## src/rtl/ahb_pkg.sv

```systemverilog
// Shared AHB-Lite encodings and the command master's state type.
package ahb_pkg;

  localparam logic [1:0] HTRANS_IDLE   = 2'b00;
  localparam logic [1:0] HTRANS_NONSEQ = 2'b10;
  localparam logic [2:0] HSIZE_WORD    = 3'b010;

  typedef enum logic [1:0] {
    ST_IDLE,
    ST_ADDR,
    ST_DATA,
    ST_RESP
  } state_t;

endpackage

```

## src/rtl/ahb_parity.sv

```systemverilog
// Parity helper: par = ~^{data, sel}. Used both to generate the write
// parity bit and to flag a read parity mismatch (par=1 means mismatch).
module ahb_parity #(
  parameter int W = 16
) (
  input  logic [W-1:0] data,
  input  logic         sel,
  output logic         par
);

  // Inverted XOR reduction over the data word and the sense select.
  always_comb begin
    par = ~^{data, sel};
  end

endmodule

```

## src/rtl/ahb_cmd_master.sv

```systemverilog
// Single-outstanding AHB-Lite initiator: accepts one command, runs one
// NONSEQ word transfer (address phase, then data phase), and holds the
// response until taken. No pipelining of address phases.
module ahb_cmd_master
  import ahb_pkg::*;
#(
  parameter int WAITCNT_W = 8
) (
  input  logic                 HCLK,
  input  logic                 HRESET,
  input  logic                 cmd_valid,
  output logic                 cmd_ready,
  input  logic                 cmd_write,
  input  logic [31:0]          cmd_addr,
  input  logic [15:0]          cmd_wdata,
  output logic                 rsp_valid,
  input  logic                 rsp_ready,
  output logic [16:0]          rsp_rdata,
  output logic                 rsp_err,
  output logic                 rsp_parerr,
  output logic [WAITCNT_W-1:0] rsp_waits,
  output logic [31:0]          HADDR,
  output logic [1:0]           HTRANS,
  output logic                 HWRITE,
  output logic [2:0]           HSIZE,
  output logic [31:0]          HWDATA,
  input  logic [31:0]          HRDATA,
  input  logic                 HREADY,
  input  logic                 HRESP,
  input  logic                 PARITYSEL
);

  state_t               state_reg, state_next;
  logic                 accept;
  logic                 cmd_ready_reg;
  logic                 cmd_write_reg;
  logic [31:0]          cmd_addr_reg;
  logic [15:0]          cmd_wdata_reg;
  logic [WAITCNT_W-1:0] wait_cnt_reg;
  logic [16:0]          rsp_rdata_reg;
  logic                 rsp_err_reg;
  logic                 rsp_parerr_reg;
  logic [WAITCNT_W-1:0] rsp_waits_reg;
  logic                 wr_par;
  logic                 rd_par_bad;
  logic                 unused_hrdata;

  // Only the low 17 bits of read data (16 data + parity) are meaningful.
  assign unused_hrdata = ^HRDATA[31:17];

  ahb_parity #(.W(16)) u_wr_par (
    .data (cmd_wdata_reg),
    .sel  (PARITYSEL),
    .par  (wr_par)
  );

  ahb_parity #(.W(17)) u_rd_par (
    .data (HRDATA[16:0]),
    .sel  (PARITYSEL),
    .par  (rd_par_bad)
  );

  // Next-state decode and bus-phase outputs.
  always_comb begin
    state_next = state_reg;
    accept     = 1'b0;
    HTRANS     = HTRANS_IDLE;
    HWDATA     = 32'h0;
    case (state_reg)
      ST_IDLE: begin
        if (cmd_valid && cmd_ready_reg) begin
          accept     = 1'b1;
          state_next = ST_ADDR;
        end
      end
      ST_ADDR: begin
        HTRANS = HTRANS_NONSEQ;
        if (HREADY) state_next = ST_DATA;
      end
      ST_DATA: begin
        if (cmd_write_reg) HWDATA = {15'b0, wr_par, cmd_wdata_reg};
        if (HREADY) state_next = ST_RESP;
      end
      ST_RESP: begin
        if (rsp_ready) state_next = ST_IDLE;
      end
      default: state_next = ST_IDLE;
    endcase
  end

  // State register; cmd_ready is registered so it stays low during reset
  // and rises on the first edge after release.
  always_ff @(posedge HCLK) begin
    if (HRESET) begin
      state_reg     <= ST_IDLE;
      cmd_ready_reg <= 1'b0;
    end else begin
      state_reg     <= state_next;
      cmd_ready_reg <= (state_next == ST_IDLE);
    end
  end

  // Command capture at acceptance only; drives the held address phase.
  always_ff @(posedge HCLK) begin
    if (HRESET) begin
      cmd_write_reg <= 1'b0;
      cmd_addr_reg  <= 32'h0;
      cmd_wdata_reg <= 16'h0;
    end else if (accept) begin
      cmd_write_reg <= cmd_write;
      cmd_addr_reg  <= cmd_addr;
      cmd_wdata_reg <= cmd_wdata;
    end
  end

  // Data-phase wait counter, saturating; HRESP during a wait is ignored.
  always_ff @(posedge HCLK) begin
    if (HRESET) begin
      wait_cnt_reg <= '0;
    end else if (accept) begin
      wait_cnt_reg <= '0;
    end else if (state_reg == ST_DATA && !HREADY && wait_cnt_reg != '1) begin
      wait_cnt_reg <= wait_cnt_reg + WAITCNT_W'(1);
    end
  end

  // Response capture on the completing data-phase edge; held through RESP.
  always_ff @(posedge HCLK) begin
    if (HRESET) begin
      rsp_rdata_reg  <= 17'h0;
      rsp_err_reg    <= 1'b0;
      rsp_parerr_reg <= 1'b0;
      rsp_waits_reg  <= '0;
    end else if (state_reg == ST_DATA && HREADY) begin
      rsp_rdata_reg  <= cmd_write_reg ? 17'h0 : HRDATA[16:0];
      rsp_err_reg    <= HRESP;
      rsp_parerr_reg <= !cmd_write_reg && rd_par_bad;
      rsp_waits_reg  <= wait_cnt_reg;
    end
  end

  assign cmd_ready  = cmd_ready_reg;
  assign rsp_valid  = (state_reg == ST_RESP);
  assign rsp_rdata  = rsp_rdata_reg;
  assign rsp_err    = rsp_err_reg;
  assign rsp_parerr = rsp_parerr_reg;
  assign rsp_waits  = rsp_waits_reg;
  assign HADDR      = cmd_addr_reg;
  assign HWRITE     = cmd_write_reg;
  assign HSIZE      = HSIZE_WORD;

endmodule

```

## config.mk

```make
export PLATFORM = sky130hd
export DESIGN_NAME = ahb_cmd_master
export DESIGN_NICKNAME = d
export VERILOG_FILES = /design/src/rtl/ahb_pkg.sv /design/src/rtl/ahb_parity.sv /design/src/rtl/ahb_cmd_master.sv
export SDC_FILE = /design/constraint.sdc
export NUM_CORES = 1
export LEC_CHECK = 0
export CAP_MARGIN = 10
export CORE_MARGIN = 1
export CORE_UTILIZATION = 25
export CTS_BUF_LIST = sky130_fd_sc_hd__clkbuf_4
export CTS_CLUSTER_SIZE = 14
export DETAILED_ROUTE_END_ITERATION = 10
export DONT_BUFFER_PORTS = 1
export HOLD_SLACK_MARGIN = 0.05
export PLACE_DENSITY = 0.34
export SYNTH_ARGS = -nofsm -noshare
export SYNTH_HDL_FRONTEND = slang
export SYNTH_SLANG_ARGS = --single-unit
```

## constraint.sdc

```tcl
create_clock -name HCLK -period 2.3 [get_ports HCLK]
set_input_delay 0.115 -clock HCLK [delete_from_list [all_inputs] [get_ports HCLK]]
set_output_delay 0.115 -clock HCLK [all_outputs]
set_load 0.03 [all_outputs]
```

==> results.toml, run 1 <==
[yosys]
yosysMostFrequentCell = "nand2_1"
syn_area_mm2 = 0.003756
synth.area.top_cells = "dfxtp_1 46%, nand2_1 14%, a21oi_1 10%"
synth-seq-cells = 87
synth-main-ff-cell = "dfxtp_1"
yosys.area.top_type_share_pct = 46.37
ys_types = 28
synth_warnings = 0
synthArstFlopShare_pct = 0
synth_compound_area_share_pct = 11.43
synth_top_cell_by_area = "dfxtp_1"
synthAdderAreaFrac_pct = 0.3331
synth_enable_flop_cells = 0
synth_top_family_by_area = "simple AND/OR/NAND/NOR gates"
synth_xor_area_share_pct = 9.360
ys_seq_area_share_pct = 46.37
synth_cells = 463
synthMuxAreaShare_pct = 0.2665
yosys.area_share.simple_pct = 24.75
avgSynthCellArea_um2 = 8.113
synth_common_cells = "137 x nand2_1, 87 x dfxtp_1, 77 x a21oi_1"

[cts]
post_cts_buffers = 0
cts-hold-fix-buffers = 128
cts_sinks = 87
root_buffer = "clkbuf_4"
h-tree-depth = 3
clockBufferDepth = 2
cts-resized-gates = 1
cts_buffers = 9

[place]
detailed_place.area_mm2 = 0.003844
port_buffers = 0
hpwl_um = 6276
place.gp.congestion = 0.6875

[run_status]
error = "[ERROR RSZ-0060] Max buffer count reached."
outcome = "aborted with a tool error"
lastStage = "4_1_cts"

[die]
fp.dieH_um = 124.6
row_count = 44
start_util_pct = 25.75
io_pins = 187
die_w_um = 124.6
## kinds of logic after synthesis
kind of cell / after synthesis
other: 2
XOR/XNOR: 37
flip-flops: 87
multiplexers: 1
AO/OA/AOI/OAI: 81
AND/OR/NAND/NOR: 203
adder cells (fa/ha/maj): 1
buffers and inverters: 51
## metrics by stage
step / utilization, % / instances / setup WS (ns) / hold slack (ns)
2_1_floorplan: - / 480 / 0.6902 / 0.2510
3_3_place_gp: 26.35 / 620 / 0.5571 / 0.1903
3_5_place_dp: 26.35 / 620 / 0.5522 / 0.1918
==> run 2: changes to the inputs <==
--- a/config.mk
+++ b/config.mk
@@ -7,13 +7,10 @@
 export LEC_CHECK = 0
 export CAP_MARGIN = 10
 export CORE_MARGIN = 1
-export CORE_UTILIZATION = 25
-export CTS_BUF_LIST = sky130_fd_sc_hd__clkbuf_4
-export CTS_CLUSTER_SIZE = 14
+export CORE_UTILIZATION = 20
 export DETAILED_ROUTE_END_ITERATION = 10
 export DONT_BUFFER_PORTS = 1
-export HOLD_SLACK_MARGIN = 0.05
-export PLACE_DENSITY = 0.34
+export PLACE_DENSITY_LB_ADDON = 0.15
 export SYNTH_ARGS = -nofsm -noshare
 export SYNTH_HDL_FRONTEND = slang
 export SYNTH_SLANG_ARGS = --single-unit
==> run 2 against run 1 <==
  * The flow now finishes, with violations (design-rule violations)
  * Synthesized area unchanged
  * Synthesized cell count unchanged
==> results.toml, run 2 <==
[detailed_routing]
drc = 12
drt_pass1_iterations = 9
ant_nets = 0
route.detailed.wl_per_inst_um = 14.28
vias = 3198
drt-initial-drc-count = 132
wl_um = 10750
avgViaCountPerCell = 4.247

[place]
place.gp.congestion = 0.6899
dp_cells = 665
port_buffers = 0
place_ws_ns = 0.5743
hpwl_um = 6858

[timing]
fin_crit_ns = 2.094
worst_slack_ns = 0.2064
worst_pin_slew_ns = 0.5862
final.setup.tns_ns = 0
period_share_pct = 91.03
relSlewSlack_pct = 60.87
skew_ns = 0.006796
whs_ns = 0.02970
hold_viol_final = 0
rsz0062_at_grt = "no"
setup_violations = 0
drv_slew = 0
max_freq_ghz = 0.4776

[yosys]
syn_area_mm2 = 0.003756
synthArstFlopShare_pct = 0
yosys.area.top_type_share_pct = 46.37
synth_top_cell_by_area = "dfxtp_1"
synth_enable_flop_cells = 0
yosysMostFrequentCell = "nand2_1"
synth_warnings = 0
synth_common_cells = "137 x nand2_1, 87 x dfxtp_1, 77 x a21oi_1"
avgSynthCellArea_um2 = 8.113
synth.area.top_cells = "dfxtp_1 46%, nand2_1 14%, a21oi_1 10%"
synth-seq-cells = 87
ys_types = 28
ys_seq_area_share_pct = 46.37
synth_cells = 463
synth-main-ff-cell = "dfxtp_1"

[final_layout]
fin_cells = 753
layout_commonest_cell = "nand2_1"
synthToLayoutAreaGrowth_pct = 32.11
layout_common_cells = "137 x nand2_1, 87 x dfxtp_1, 77 x a21oi_1"
largest_register_ff_count = 32
n_antenna_cell = 0
fin_nets = 608
layout-drive-gt1-share_pct = 5.153

[grt]
overflow = 0
grt_pass1_wl_um = 16790
grtUsageTotal_pct = 11.16
grt_max_degree = 79
antenna_found_initial = 0
grt_pass1_vias = 3139

[cts]
cts_tree = "done"
root_buffer = "clkbuf_16"
cts_buffers = 9
clockBufferDepth = 2
post_cts_buffers = 0
cts_sinks = 87
h-tree-depth = 3
clk_latency_ns = 0.34
clkSlewWorstSetupHoldPaths_ns = 0.07

[die]
io_pins = 187
core-area_mm2 = 0.01821
row_count = 49
start_util_pct = 20.63
die_w_um = 139.0
die_area_mm2 = 0.01933
fp.dieH_um = 139.0

[power]
leakage_nw = 1.790
p_per_area_mw_per_mm2 = 763.3
power.internal_mw = 2.796
pwr-share-comb_pct = 12.3
switching_share_pct = 26.19
p_clk_share_pct = 43.3
power_switching_uw = 992.1
p_seq_share_pct = 44.4
vdd_drop_max_uv = 301.7

[worst_setup_path]
max_stage_delay_ns = 0.60
required_ns = 2.59
critPathMaxFanout = 46
crit_type = "register to register"
crit_path_end_kind = "register"
crit_family = "buffers and inverters"
startpoint_type = "register"
crit_arrival_ns = 2.38
crit_slowest_cell = "dfxtp_1"
path_buf_inv = 2
cp_cell_sequence = "and3_2, buf_6, nand2_1, a21oi_1, dlygate4sd3_1"

[run_status]
outcome = "complete, but fails checks"
violations = "design-rule violations"

[job]
drv_cap = 0

[hold_path]
hold_path.class = "primary input to register"
[run 2: metrics by stage]
step | total power [mW] | util (%) | cell area (um^2)
after floorplan | 2.035 | - | 3820
after global placement | 2.052 | 21.35 | 3887
after detailed placement | 2.057 | 21.35 | 3887
after CTS | 3.863 | 27.23 | 4959
after global routing | 3.969 | 27.25 | 4962
final | 3.788 | 27.25 | 4962
[run 2: cell families after synthesis]
logic type / Yosys count / share of synthesized area [%]
muxes: 1 / 0.2665
and+or+nand+nor: 203 / 24.75
DFF: 87 / 46.37
buffers and inverters: 51 / 7.295
adders and majority gates: 1 / 0.3331
AOI/OAI and AO/OA: 81 / 11.43
other: 2 / 0.1999
xor gates and xnor gates: 37 / 9.361
[run 2: routing by layer]
layer | track usage [%] | vias up | routed length, um
li1 | - | 1587 | -
met2 | 18.18 | 125 | 4960
met3 | 5.041 | 13 | 1040
met4 | 4.035 | 0 | 141
met5 | 0 | - | 0
met1 | 12.84 | 1473 | 4609
[run 2: area by class of cell]
class                           count  area [um^2]
Fill cell                        1925        13250
Multi-Input combinational cell    342         1810
Sequential cell                    87         1742
Timing Repair Buffer               78        787.0
Tap cell                          229        286.5
Clock buffer                       11        252.7
Clock inverter                      5        80.08
Inverter                            1        3.754
[run 2: power groups by stage]
| stage | sequential [mW] | clock (mW) | combinational (mW) |
|---|---|---|---|
| after CTS | 1.68 | 1.71 | 0.471 |
| after global routing | 1.69 | 1.77 | 0.510 |
| after floorplan | 1.70 | 0 | 0.333 |
| after detailed placement | 1.72 | 0 | 0.339 |
| after global placement | 1.72 | 0 | 0.334 |
| final | 1.68 | 1.64 | 0.466 |
[run 2: worst reg2reg max path, cell delays in order (launching register included)]
cell	delay (ns)
dfxtp_1	0.60
and3_2	0.34
buf_6	0.32
nand2_1	0.12
a21oi_1	0.12
dlygate4sd3_1	0.55
[run 2: final timing paths]
check / slack (ns) / cells past startpoint / startpoint / endpoint
min reg2reg: 0.48 / 2 / cmd_wdata_reg[7]$_SDFFE_PP0P_ / cmd_wdata_reg[7]$_SDFFE_PP0P_
min: 0.03 / 2 / HREADY / state_reg[0]$_SDFF_PP0_
max: 0.21 / 5 / cmd_ready$_SDFF_PP0_ / HADDR[24]$_SDFFE_PP0P_
max reg2reg: 0.21 / 5 / cmd_ready$_SDFF_PP0_ / HADDR[24]$_SDFFE_PP0P_
[run 2: what timing repair did]
action | in CTS | in global routing
endpoints found under the setup margin | 0 | 1
hold endpoints to repair | 79 | 0
resized for setup | 0 | 1
hold buffers | 72 | 0
Power figures use the tool's default switching activity.
==> run 3: changes to the inputs <==
--- a/config.mk
+++ b/config.mk
@@ -5,9 +5,11 @@
 export SDC_FILE = /design/constraint.sdc
 export NUM_CORES = 1
 export LEC_CHECK = 0
+export ABC_AREA = 1
 export CAP_MARGIN = 10
 export CORE_MARGIN = 1
 export CORE_UTILIZATION = 20
+export CTS_CLUSTER_DIAMETER = 60
 export DETAILED_ROUTE_END_ITERATION = 10
 export DONT_BUFFER_PORTS = 1
 export PLACE_DENSITY_LB_ADDON = 0.15
==> run 3 against run 2 <==
  * The flow now finishes without violations
  * Clock power decreased by 7%
  * Global-route usage increased by 0.83 points
  * Routed wire length increased by 14%
  * First-iteration DRC count decreased by 32%
  * Clock-buffer cell count unchanged
  * Combinational power increased by 42%
  * Utilization decreased by 0.095 points
  * Cell count increased by 23%
  * Non-clock buffer count increased by 14
==> results.toml, run 3 <==
[run_status]
outcome = "completed"

[timing]
whs_ns = 0.1093
drv_slew = 0
max_freq_ghz = 0.5321
period_share_pct = 81.71
fin_crit_ns = 1.879
relSlewSlack_pct = 37.90
skew_ns = 0.007992
final.setup.tns_ns = 0
rsz0062_at_grt = "no"
worst_pin_slew_ns = 0.9285
hold_viol_final = 0
worst_slack_ns = 0.4208
setup_violations = 0

[grt]
overflow = 0
antenna_found_initial = 0
grtUsageTotal_pct = 11.99
grt_max_degree = 51
grt_pass1_wl_um = 18460
grt_pass1_vias = 3592

[detailed_routing]
avgViaCountPerCell = 4.031
vias = 3733
drt_pass1_iterations = 4
wl_um = 12300
route.detailed.wl_per_inst_um = 13.28
drc = 0
ant_nets = 0
drt-initial-drc-count = 90

[yosys]
synth_top_cell_by_area = "dfxtp_1"
syn_area_mm2 = 0.004020
avgSynthCellArea_um2 = 6.919
synthArstFlopShare_pct = 0
yosysMostFrequentCell = "nor2_1"
synth_common_cells = "142 x nor2_1, 124 x nand2_1, 87 x dfxtp_1"
yosys.area.top_type_share_pct = 43.32
synth-seq-cells = 87
ys_seq_area_share_pct = 43.32
ys_types = 30
synth_enable_flop_cells = 0
synth.area.top_cells = "dfxtp_1 43%, nor2_1 13%, nand2_1 12%"
synth_cells = 581
synth_warnings = 0
synth-main-ff-cell = "dfxtp_1"

[hold_path]
hold_start = "HREADY"
hold_path.class = "primary input to register"
min_path_cells = 4
holdPathEnd = "wait_cnt_reg[0]$_SDFFE_PP0P_"

[cts]
cts-hold-fix-buffers = 68
clkSlewWorstSetupHoldPaths_ns = 0.07
cts_buffers = 9
clockBufferDepth = 2
cts-resized-gates = 0
cts_tree = "done"
cts_sinks = 87
root_buffer = "clkbuf_16"
post_cts_buffers = 0
clk_latency_ns = 0.35
h-tree-depth = 3

[final_layout]
fin_cells = 926
layout_commonest_cell = "nor2_1"
layout-drive-gt1-share_pct = 7.867
final_area_mm2 = 0.005320
fin_nets = 746
n_antenna_cell = 0
largest_register_ff_count = 32
fin_util_pct = 27.16
synthToLayoutAreaGrowth_pct = 32.34
nFillCells = 2142
multi_input_area_mm2 = 0.001921
layout_common_cells = "142 x nor2_1, 124 x nand2_1, 87 x dfxtp_1"
seqCellArea_mm2 = 0.001742

[power]
switching_share_pct = 31.61
p_total_mw = 4.043
p_clk_share_pct = 37.6
vdd_drop_max_uv = 282.5
power.internal_mw = 2.765
power_switching_mw = 1.278
pwr-share-comb_pct = 16.4
p_per_area_mw_per_mm2 = 759.9
p_seq_share_pct = 46.0
leakage_nw = 2.225

[worst_setup_path]
r2r_start = "state_reg[1]$_SDFF_PP0_"
r2r_slack_ns = 0.47
critPathMaxFanout = 3
required_ns = 2.18
startpoint_type = "register"
crit_path_end_kind = "primary output"
ff2ff_path_depth = 8
max_stage_delay_ns = 0.34
crit_slowest_cell = "dfxtp_1"
crit_arrival_ns = 1.76
cp_cell_sequence = "xnor2_1, xor2_1, or2_1, nand2_1, nand2_1, nand3_1, nand3_1, nor2_1, buf_4"
reg2reg_to = "rsp_parerr$_SDFFE_PP0P_"
crit_type = "register to primary output"

[place]
place_ws_ns = 0.4569
place.gp.congestion = 0.8156
dp_cells = 843
hpwl_um = 8427
port_buffers = 0
detailed_place.area_mm2 = 0.004342

[die]
die_w_um = 143.8
die_area_mm2 = 0.02067
fp.dieH_um = 143.8
row_count = 51
start_util_pct = 20.52
io_pins = 187
core-area_mm2 = 0.01959

[job]
drv_cap = 0
==> run 3: cell count changes in the layout (fill, tap and decap cells not counted), sizes merged, moves of 17 or more <==
cell    before  now
a21oi       77   27
and3        20    1
buf          7   24
inv          1   45
nand3b      18    1
nor2        11  147
o21ai        0   62
==> run 3: critical path: cells and delay by family (launching register included) <==
kind / cells / cell delay (ns)
XOR/XNOR: 2 / 0.30
buffers and inverters: 1 / 0.17
flip-flops: 1 / 0.34
AND/OR/NAND/NOR: 6 / 0.61
==> run 3: layout make-up <==
class | instances | area share (%)
Clock buffer | 11 | 4.563
Clock inverter | 4 | 1.035
Inverter | 44 | 3.151
Multi-Input combinational cell | 423 | 36.10
Sequential cell | 87 | 32.74
Tap cell | 265 | 6.232
Timing Repair Buffer | 92 | 16.18
==> run 3: logic make-up after synthesis <==
kind of cell    synth area share [%]
simple gates                   30.07
buf+inv                        10.49
fa+ha+maj                     0.3112
compound gates                 11.27
xor+xnor                       4.357
flops                          43.32
other cells                   0.1868
==> run 3: worst max path at each step <==
stage | start | endpoint | cells past startpoint
detailed placement | state_reg[1]$_SDFF_PP0_ | rsp_parerr$_SDFFE_PP0P_ | 8
CTS | cmd_wdata_reg[15]$_SDFFE_PP0P_ | HWDATA[16] | 9
floorplan | HWRITE$_SDFFE_PP0P_ | HWDATA[10] | 4
global route | cmd_wdata_reg[15]$_SDFFE_PP0P_ | HWDATA[16] | 8
finish | cmd_wdata_reg[15]$_SDFFE_PP0P_ | HWDATA[16] | 9
global placement | state_reg[1]$_SDFF_PP0_ | rsp_parerr$_SDFFE_PP0P_ | 8
==> run 3: layer usage <==
| layer | share of wire [%] | track usage, % |
|---|---|---|
| met1 | 43 | 12.91 |
| met2 | 50 | 21.64 |
| met3 | 5.6 | 3.399 |
| met4 | 1.7 | 5.375 |
| met5 | 0 | 0 |
==> run 3: power by group through the flow <==
stage / combinational [mW] / clock, mW / sequential, mW
final: 0.663 / 1.52 / 1.86
after global routing: 0.754 / 1.66 / 1.88
after CTS: 0.671 / 1.60 / 1.86
after detailed placement: 0.566 / 0 / 1.90
after global placement: 0.554 / 0 / 1.89
after floorplan: 0.497 / 0 / 1.87
==> run 4: changes to the inputs <==
==> constraint.sdc (replaced) <==
create_clock -name HCLK -period 1.5 [get_ports HCLK]
set_input_delay 0.075 -clock HCLK [delete_from_list [all_inputs] [get_ports HCLK]]
set_output_delay 0.075 -clock HCLK [all_outputs]
set_load 0.03 [all_outputs]
==> run 4 against run 3 <==
  * The flow now finishes with violations (negative setup slack)
  * Largest cell class unchanged
  * Critical path type unchanged
  * Clock-buffer cell count decreased by 1
  * Critical path depth unchanged
  * Via count increased by 1.0%
  * Clock skew about the same
  * Register-to-register slack got worse by 0.45 ns
  * Final area increased by 7.1%
  * Highest routed layer unchanged
  * Largest power group unchanged
==> results.toml, run 4 (synthesis gave the netlist of run 3 again) <==
[run_status]
outcome = "complete, but fails checks"
violations = "negative setup slack"

[cts]
h-tree-depth = 3
cts_sinks = 87
clkSlewWorstSetupHoldPaths_ns = 0.07
root_buffer = "clkbuf_16"
clockBufferDepth = 2
cts_tree = "done"
cts_buffers = 9
clk_latency_ns = 0.35

[detailed_routing]
wl_met1_um = 5176
ant_nets = 0
vias = 3771
top_layer_used = "met4"
avgViaCountPerCell = 3.982
route.detailed.wl_per_inst_um = 12.75
drt_pass1_iterations = 4
drt-initial-drc-count = 138
wl_um = 12070
wl_met2_um = 6151
met3WireLength_um = 611
drc = 0

[timing]
period_share_pct = 120.2
fin_crit_ns = 1.803
rsz0062_at_grt = "yes"
drv_slew = 0
worst_slack_ns = -0.3034
max_freq_ghz = 0.5545
whs_ns = 0.04065
worst_pin_slew_ns = 0.9088
hold_viol_final = 0
relSlewSlack_pct = 39.22
skew_ns = 0.007517
setup_violations = 1

[die]
die_w_um = 143.8
core-area_mm2 = 0.01959
fp.dieH_um = 143.8
io_pins = 187
start_util_pct = 20.52
die_area_mm2 = 0.02067
row_count = 51

[worst_setup_path]
startpoint_type = "register"
crit_arrival_ns = 1.73
required_ns = 1.42
crit_type = "register to primary output"
crit_path_end_kind = "primary output"
critPathMaxFanout = 3

[final_layout]
seqCellArea_mm2 = 0.001749
nFillCells = 2137
layout_common_cells = "127 x nor2_1, 122 x nand2_1, 81 x dfxtp_1"
synthToLayoutAreaGrowth_pct = 41.80
largest_register_ff_count = 32
n_antenna_cell = 0
multi_input_area_mm2 = 0.002038
layout-drive-gt1-share_pct = 15.25
layout_commonest_cell = "nor2_1"
fin_nets = 766
final_area_mm2 = 0.005700

[grt]
antenna_found_initial = 0
grt_pass1_wl_um = 17640
overflow = 0
grtUsageTotal_pct = 11.36
grt_max_degree = 34
grt_pass1_vias = 3339

[hold_path]
hold_path.class = "primary input to register"

[place]
place_ws_ns = -0.02486
detailed_place.area_mm2 = 0.004537
port_buffers = 0
place.gp.congestion = 0.7419
hpwl_um = 8492

[power]
vdd_drop_max_uv = 437.1
leakage_nw = 2.372
p_per_area_mw_per_mm2 = 1132

[job]
drv_cap = 0
run 4: cell types whose count changed in the layout (fill, tap and decap cells not counted), moves of 6 or more:
cell     change
buf_4        +9
buf_6        +8
dfxtp_1      -6
dfxtp_2      +6
nor2_1      -15
nor2_2       +8
nor2_4       +7
run 4: worst paths after layout:
| check | startpoint | endpoint | slack (ns) | depth (start not counted) |
|---|---|---|---|---|
| setup reg to reg | wait_cnt_reg[1]$_SDFFE_PP0P_ | wait_cnt_reg[3]$_SDFFE_PP0P_ | 0.02 | 8 |
| hold reg to reg | cmd_wdata_reg[8]$_SDFFE_PP0P_ | cmd_wdata_reg[8]$_SDFFE_PP0P_ | 0.52 | 2 |
| hold / removal | HRESET | wait_cnt_reg[1]$_SDFFE_PP0P_ | 0.04 | 4 |
| setup / recovery | cmd_wdata_reg[5]$_SDFFE_PP0P_ | HWDATA[16] | -0.30 | 9 |
run 4: per-stage QoR:
stage / std cells / total power [mW] / utilization [%] / setup TNS (ns)
6_report: 947 / 6.455 / 29.10 / -0.3034
5_1_grt: 947 / 6.846 / 29.10 / -0.5701
4_1_cts: 943 / 6.533 / 28.36 / -0.3189
3_5_place_dp: 859 / 3.837 / 23.16 / -0.02486
3_3_place_gp: 859 / 3.815 / 23.16 / 0
2_1_floorplan: 598 / 3.640 / - / -0.1707
run 4: routing by layer:
layer / vias up / global-route usage, %
li1: 1964 / -
met1: 1707 / 13.11
met2: 92 / 19.83
met3: 8 / 3.032
met4: 0 / 4.535
met5: - / 0
run 4: report_power, final:
| group | switching (mW) | total [mW] | leakage, nW | internal (mW) |
|---|---|---|---|---|
| Sequential | 0.346 | 2.83 | 0.712 | 2.49 |
| Clock | 1.00 | 2.47 | 0.157 | 1.47 |
| Combinational | 0.665 | 1.15 | 1.50 | 0.483 |
| Total | 2.01 | 6.46 | 2.37 | 4.44 |
run 4: timing repair:
action,CTS,global route
gates resized for setup,6,28
buffers inserted,0,3
hold endpoints to repair,69,0
setup endpoints to repair,14,10
pin swaps,1,6
hold buffers,68,0
gates cloned,0,1
run 4: worst max-delay path, cell delays in order, from the launching register on:
cell     delay, ns
dfxtp_2       0.34
xnor2_2       0.14
xor2_1        0.15
or2_1         0.23
nand2_1       0.08
nand2_2       0.06
nand3_2       0.06
nand3_2       0.06
nor2_2        0.12
buf_6         0.14
run 4: cell type report:
class,count,share of cell area [%]
multi-input cells,423,35.75
flip-flops and latches,87,30.68
repair buffers,112,19.01
well taps,265,5.817
clock buffers,10,4.017
inverters,44,3.117
clock inverters,6,1.602
